### config.mk
export PLATFORM = sky130hd
export DESIGN_NAME = cpu_step_ctrl_flat
export DESIGN_NICKNAME = d
export VERILOG_FILES = /design/src/rtl/cpu_step_ctrl_if.sv /design/src/rtl/cpu_step_ctrl.sv /design/src/flat_wrapper.sv
export SDC_FILE = /design/constraint.sdc
export NUM_CORES = 1
export LEC_CHECK = 0
export ABC_CLOCK_PERIOD_IN_PS = 5600
export CAP_MARGIN = 40
export CORE_ASPECT_RATIO = 1.5
export CORE_MARGIN = 2
export CORE_UTILIZATION = 50
export CTS_BUF_LIST = sky130_fd_sc_hd__clkbuf_16
export DETAILED_ROUTE_END_ITERATION = 12
export PLACE_DENSITY = 0.77
export SLEW_MARGIN = 40
export SYNTH_ARGS = -nofsm -noshare
export SYNTH_HDL_FRONTEND = slang
export SYNTH_SLANG_ARGS = --single-unit
### constraint.sdc
create_clock -name clock_in -period 5.6 [get_ports clock_in]
set_clock_uncertainty 0.1 [all_clocks]
set_input_delay 0.84 -clock clock_in [delete_from_list [all_inputs] [get_ports clock_in]]
set_output_delay 0.84 -clock clock_in [all_outputs]
set_load 0.03 [all_outputs]
### src/rtl/cpu_step_ctrl_if.sv
// Control bundle between the front-panel/CPU side and the step controller.
interface cpu_step_ctrl_if #(
    parameter int CNT_W = 32
);
    logic             key_step_n;
    logic             sw_run;
    logic             halt;
    logic             cpu_tick;
    logic             run_mode;
    logic             halted;
    logic [CNT_W-1:0] tick_count;

    modport master (
        output key_step_n, sw_run, halt,
        input  cpu_tick, run_mode, halted, tick_count
    );

    modport slave (
        input  key_step_n, sw_run, halt,
        output cpu_tick, run_mode, halted, tick_count
    );
endinterface

### src/rtl/cpu_step_ctrl.sv
// CPU clock-enable generator: debounced single-step or free-run ticking,
// frozen by a CPU halt request until reset.
module cpu_step_ctrl #(
    parameter int DEBOUNCE_CYCLES = 1_000_000,
    parameter int RUN_DIV         = 50_000_000,
    parameter int CNT_W           = 32
) (
    input logic            clock_in,
    input logic            reset,
    cpu_step_ctrl_if.slave io
);
    localparam int DB_W = $clog2(DEBOUNCE_CYCLES + 1);
    localparam int PS_W = $clog2(RUN_DIV + 1);
    localparam logic [DB_W-1:0] DB_LAST = DB_W'(DEBOUNCE_CYCLES - 1);
    localparam logic [PS_W-1:0] PS_LAST = PS_W'(RUN_DIV - 1);

    typedef enum logic [1:0] {
        S_STEP = 2'd0,
        S_RUN  = 2'd1,
        S_HALT = 2'd2
    } state_t;

    logic key_s1, key_s2, run_s1, run_s2;
    logic key_lvl;
    logic key_db, key_db_d, run_db;
    logic [DB_W-1:0] key_cnt, run_cnt;
    logic [1:0] warm;
    logic armed;
    logic key_press;

    state_t state, state_nx;
    logic [PS_W-1:0] pre, pre_nx;
    logic tick_nx;
    logic tick_q, run_q, halt_q;
    logic [CNT_W-1:0] count_q;

    assign key_lvl = ~key_s2;

    always_ff @(posedge clock_in or posedge reset) begin
        if (reset) begin
            key_s1 <= 1'b1;
            key_s2 <= 1'b1;
            run_s1 <= 1'b0;
            run_s2 <= 1'b0;
        end else begin
            key_s1 <= io.key_step_n;
            key_s2 <= key_s1;
            run_s1 <= io.sw_run;
            run_s2 <= run_s1;
        end
    end

    always_ff @(posedge clock_in or posedge reset) begin
        if (reset) begin
            key_db   <= 1'b0;
            key_db_d <= 1'b0;
            key_cnt  <= '0;
            run_db   <= 1'b0;
            run_cnt  <= '0;
        end else begin
            key_db_d <= key_db;
            if (key_lvl == key_db) begin
                key_cnt <= '0;
            end else if (key_cnt == DB_LAST) begin
                key_db  <= key_lvl;
                key_cnt <= '0;
            end else begin
                key_cnt <= key_cnt + DB_W'(1);
            end
            if (run_s2 == run_db) begin
                run_cnt <= '0;
            end else if (run_cnt == DB_LAST) begin
                run_db  <= run_s2;
                run_cnt <= '0;
            end else begin
                run_cnt <= run_cnt + DB_W'(1);
            end
        end
    end

    // Presses are only honoured once a genuine released sample has been
    // seen, so a key held across reset cannot produce a tick.
    always_ff @(posedge clock_in or posedge reset) begin
        if (reset) begin
            warm  <= 2'b00;
            armed <= 1'b0;
        end else begin
            warm <= {warm[0], 1'b1};
            if (warm[1] && key_s2 && !key_db)
                armed <= 1'b1;
        end
    end

    assign key_press = key_db & ~key_db_d & armed;

    always_comb begin
        state_nx = state;
        pre_nx   = '0;
        tick_nx  = 1'b0;
        unique case (state)
            S_STEP: begin
                if (io.halt)
                    state_nx = S_HALT;
                else if (run_db)
                    state_nx = S_RUN;
                else
                    tick_nx = key_press;
            end
            S_RUN: begin
                if (io.halt)
                    state_nx = S_HALT;
                else if (!run_db)
                    state_nx = S_STEP;
                else if (pre == PS_LAST)
                    tick_nx = 1'b1;
                else
                    pre_nx = pre + PS_W'(1);
            end
            S_HALT: state_nx = S_HALT;
            default: state_nx = S_STEP;
        endcase
    end

    always_ff @(posedge clock_in or posedge reset) begin
        if (reset) begin
            state   <= S_STEP;
            pre     <= '0;
            tick_q  <= 1'b0;
            run_q   <= 1'b0;
            halt_q  <= 1'b0;
            count_q <= '0;
        end else begin
            state   <= state_nx;
            pre     <= pre_nx;
            tick_q  <= tick_nx;
            run_q   <= (state_nx == S_RUN);
            halt_q  <= (state_nx == S_HALT);
            count_q <= count_q + CNT_W'(tick_nx);
        end
    end

    assign io.cpu_tick   = tick_q;
    assign io.run_mode   = run_q;
    assign io.halted     = halt_q;
    assign io.tick_count = count_q;
endmodule

### src/flat_wrapper.sv
// flat-port wrapper written by rule: the top's interface ports become plain ports
module cpu_step_ctrl_flat 
#(
    parameter int DEBOUNCE_CYCLES = 1_000_000,
    parameter int RUN_DIV         = 50_000_000,
    parameter int CNT_W           = 32
)
  (clock_in, reset, io_key_step_n, io_sw_run, io_halt, io_cpu_tick, io_run_mode, io_halted, io_tick_count);
  cpu_step_ctrl_if #(.CNT_W(CNT_W)) io_i ();
  input logic clock_in;
  input logic reset;
  input wire logic [$bits(io_i.key_step_n)-1:0] io_key_step_n;
  input wire logic [$bits(io_i.sw_run)-1:0] io_sw_run;
  input wire logic [$bits(io_i.halt)-1:0] io_halt;
  output wire logic [$bits(io_i.cpu_tick)-1:0] io_cpu_tick;
  output wire logic [$bits(io_i.run_mode)-1:0] io_run_mode;
  output wire logic [$bits(io_i.halted)-1:0] io_halted;
  output wire logic [$bits(io_i.tick_count)-1:0] io_tick_count;
  assign io_i.key_step_n = io_key_step_n;
  assign io_i.sw_run = io_sw_run;
  assign io_i.halt = io_halt;
  assign io_cpu_tick = io_i.cpu_tick;
  assign io_run_mode = io_i.run_mode;
  assign io_halted = io_i.halted;
  assign io_tick_count = io_i.tick_count;
  cpu_step_ctrl #(.DEBOUNCE_CYCLES(DEBOUNCE_CYCLES), .RUN_DIV(RUN_DIV), .CNT_W(CNT_W)) u_core (.clock_in(clock_in), .reset(reset), .io(io_i));
endmodule
==> out/metrics.cfg <==
[run_status]
run_status=completed

[critical_path]
end_kind=register
slowest_delay_ns=0.50
crit_family=simple AND/OR/NAND/NOR gates
cp.required_ns=5.83
worstSetupStartpointType=input pin
ff2ff_path_depth=11
crit_type=input pin to register
timing.critical_path.cells=clkdlybuf4s50_1, nor2_1, nand3_1, nor4_1, a31o_2, ha_1, ha_1, nand4_1, or3_1, nor4_1, xor2_1
timing.critical_path.depth=11
worst_path_max_delay_cell=sky130_fd_sc_hd__or3_1
cp.buffers_inverters=1
worst-path-max-fanout=8
critPathArrivalTime_ns=3.64

[floorplan]
die_height_um=130
dieWidth_um=87.9
floorplan.die_area_um2=11400
placementRows=45
start_util=0.517
floorplan.io_pins=40
placeableCoreArea_um2=10200

[sta]
timing_hold_violations_final=0
max_clock_freq_ghz=0.293
worst_slew_margin_rel=0.541
totalNegativeSetupSlack_ns=0
rsz0062_at_grt=no
timing.final.setup_violations=0
worst_pin_slew_ns=0.689
final-max-slew-violation-count=0
post-route-min-period_ns=3.42
layout_worst_path_cycle_share=0.610

[clock_tree]
numCtsBuffers=17
clock_tree.htree_level_count=4
cts.root.buffer_cell=sky130_fd_sc_hd__clkbuf_16
tritoncts=yes
clock_path_buffers=2
postCtsHoldBufs=0
cts.sink_count=113
clk_transition_reported_paths_ns=0.05
cts_setup_buffers=0
post_cts_resize_count=0
clock_insertion_delay_worst_skew_ns=0.41

[pwr]
pwr-share-comb=0.017
switching_share=0.214
max-vdd-ir-drop_v=0.000246
pwr_density_cell_nw_per_um2=302
power.share.sequential=0.427
power.share.clock=0.556
cell_internal_pwr_mw=1.53
power_leakage_nw=2.59
total_switching_power_uw=415

[logic_synthesis]
synth-adder-area-share=0.0119
ys_ff_latch=113
mux_cell_area_share_after_synthesis=0.00783
synth_top_cell_by_area=sky130_fd_sc_hd__dfrtp_1
syn-instance-count=509
synth_top_area_share=0.527
synth_seq_area_share=0.537
synth_top_family_by_area=simple AND/OR/NAND/NOR gates
synthXorXnorAreaFrac=0.115
syn_area_per_cell_um2=10.4
yosys.cell_types.count=41
area_of_the_mapped_netlist_um2=5270
netlist_top_cells_area=sky130_fd_sc_hd__dfrtp_1 53%, sky130_fd_sc_hd__xnor2_1 7.3%, sky130_fd_sc_hd__xor2_1 4.2%
synth_simple_gate_area_frac=0.251
ys.warnings.count=0
synth-compound-area-share=0.0562
syn-num-nets=519

[grt]
pin_count_of_the_biggest_net_entering_global_routing=81
grt_first_pass_wirelength_mm=19.4
global_routing_usage_summed_across_all_routing_layers=0.216
gr-total-overflow=0
antenna_violations_before_repair=0
number_of_global_route_vias_before_repair=4179

[cells_and_area]
finalNetCount=571
count_of_placed_standard_cells_in_the_final_layout_fillers_left_out=715
drive_gt1_frac=0.0923
layout_common_cells=111 x sky130_fd_sc_hd__dfrtp_1, 52 x sky130_fd_sc_hd__nor2_1, 44 x sky130_fd_sc_hd__xnor2_1, 39 x sky130_fd_sc_hd__clkdlybuf4s50_1, 33 x sky130_fd_sc_hd__nand3_1
area_overhead_vs_synth_pct=22.0
most_frequent_standard_cell_in_the_layout_excluding_fill_and_tap_cells=sky130_fd_sc_hd__dfrtp_1
antenna_cells_inserted=0
fillCellCount=805

[placed_design]
post_place_cells=683
place_hpwl_mm=7.31
place_congestion=0.835
port_buffers=39

[drt]
drt_pre_antenna_iters=5
wire_per_inst_um=15.7
drt-vias-per-instance=5.69
detailedRoute.firstIterationViolations=245
detailed_route_via_count=4071
ant_nets=0
wirelength_mm=11.2
drt_drc_violations_left=0

[hold_path]
min_path_type=register to register
worstHoldPathCells=0

[job]
cap_violations=0

[Yosys cell counts]
library cell and number:
sky130_fd_sc_hd__a21oi_1 23, sky130_fd_sc_hd__a31o_2 3, sky130_fd_sc_hd__a41o_1 1, sky130_fd_sc_hd__and2_1 4, sky130_fd_sc_hd__and3_1 9, sky130_fd_sc_hd__and3_2 1, sky130_fd_sc_hd__and4_1 8, sky130_fd_sc_hd__buf_2 3
sky130_fd_sc_hd__buf_4 1, sky130_fd_sc_hd__buf_6 1, sky130_fd_sc_hd__clkbuf_1 4, sky130_fd_sc_hd__conb_1 1, sky130_fd_sc_hd__dfrtp_1 111, sky130_fd_sc_hd__dfstp_2 2, sky130_fd_sc_hd__ha_1 5, sky130_fd_sc_hd__inv_1 17
sky130_fd_sc_hd__mux2_2 1, sky130_fd_sc_hd__mux2i_1 3, sky130_fd_sc_hd__nand2_1 32, sky130_fd_sc_hd__nand2b_1 1, sky130_fd_sc_hd__nand3_1 33, sky130_fd_sc_hd__nand3_4 1, sky130_fd_sc_hd__nand3b_1 1, sky130_fd_sc_hd__nand4_1 27
sky130_fd_sc_hd__nand4_2 2, sky130_fd_sc_hd__nand4b_1 2, sky130_fd_sc_hd__nor2_1 53, sky130_fd_sc_hd__nor2b_1 1, sky130_fd_sc_hd__nor3_1 16, sky130_fd_sc_hd__nor4_1 15, sky130_fd_sc_hd__nor4b_1 1, sky130_fd_sc_hd__o21ai_0 13
sky130_fd_sc_hd__o31ai_1 9, sky130_fd_sc_hd__o31ai_2 1, sky130_fd_sc_hd__or2_2 2, sky130_fd_sc_hd__or3_1 15, sky130_fd_sc_hd__or4_1 13, sky130_fd_sc_hd__or4_4 3, sky130_fd_sc_hd__or4b_1 1, sky130_fd_sc_hd__xnor2_1 44
sky130_fd_sc_hd__xor2_1 25
[registers in the layout, summed over array words and instances, names as in the netlist]
name	flops
u_core.io.tick_count	32
u_core.key_s1	1
u_core.run_db	1
u_core.armed	1
u_core.key_cnt	20
u_core.key_s2	1
u_core.key_db_d	1
u_core.run_s1	1
u_core.warm	2
u_core.run_s2	1
u_core.key_db	1
u_core.run_cnt	20
u_core.io.cpu_tick	1
u_core.pre	26
u_core.io.run_mode	1
u_core.state	2
u_core.io.halted	1
[logic make-up after synthesis]
group,after synthesis
compound gates,50
xor+xnor,69
fa+ha+maj,5
buf+inv,26
flops,113
mux,4
other cells,1
simple gates,241
[power by group through the flow]
stage               logic, mW  clock network [mW]  registers, mW
floorplan              0.0233                   0          0.842
global placement       0.0326                   0          0.843
detailed placement     0.0341                   0          0.843
CTS                    0.0346                1.09          0.829
global route           0.0389                1.13          0.830
finish                 0.0330                1.08          0.829
[layer usage]
layer,global-route usage,wire length (um),vias up
met5,0,0,-
met4,0.0697,167,0
met3,0.0651,512,18
met2,0.370,5980,110
met1,0.259,4580,2010
li1,-,-,1933
[cell type report]
class                      count  area [um^2]  share of cell area
multi-input combinational    370         2350               0.366
timing repair buffer          42          413              0.0642
inverter                      17         68.8              0.0107
clock inverter                15          166              0.0259
sequential                   113         2830               0.440
tap                          141          176              0.0274
clock buffer                  17          425              0.0661
[final timing paths]
kind	startpoint	endpoint	slack (ns)
worst max-delay path	io_halt	u_core.io.tick_count[26]	2.18
worst min-delay path	u_core.warm[0]	u_core.warm[1]	0.25
worst max register to register	u_core.pre[0]	u_core.io.tick_count[26]	2.23
worst min register to register	u_core.warm[0]	u_core.warm[1]	0.25
max in group asynchronous	reset	u_core.pre[17]	3.64
min in group asynchronous	reset	u_core.run_cnt[13]	0.83
[worst register-to-register path, stage by stage, from the launching register on]
cell	delay [ns]
sky130_fd_sc_hd__dfrtp_1	0.39
sky130_fd_sc_hd__ha_1	0.22
sky130_fd_sc_hd__and3_1	0.31
sky130_fd_sc_hd__nand4_1	0.21
sky130_fd_sc_hd__nor4_1	0.31
sky130_fd_sc_hd__a31o_2	0.17
sky130_fd_sc_hd__ha_1	0.20
sky130_fd_sc_hd__ha_1	0.24
sky130_fd_sc_hd__nand4_1	0.16
sky130_fd_sc_hd__or3_1	0.50
sky130_fd_sc_hd__nor4_1	0.28
sky130_fd_sc_hd__xor2_1	0.19
[per-stage QoR]
stage / cell area (um^2) / power [mW] / hold slack, ns / setup slack [ns] / util
2_1_floorplan: 5270 / 0.865 / 0.231 / 1.68 / -
3_3_place_gp: 5820 / 0.875 / 0.231 / 1.89 / 0.571
3_5_place_dp: 5830 / 0.877 / 0.235 / 1.74 / 0.572
4_1_cts: 6420 / 1.95 / 0.247 / 2.17 / 0.630
5_1_grt: 6430 / 2.00 / 0.267 / 1.85 / 0.631
6_report: 6430 / 1.94 / 0.247 / 2.18 / 0.631
Note: power is estimated with default switching activity, not from simulation.
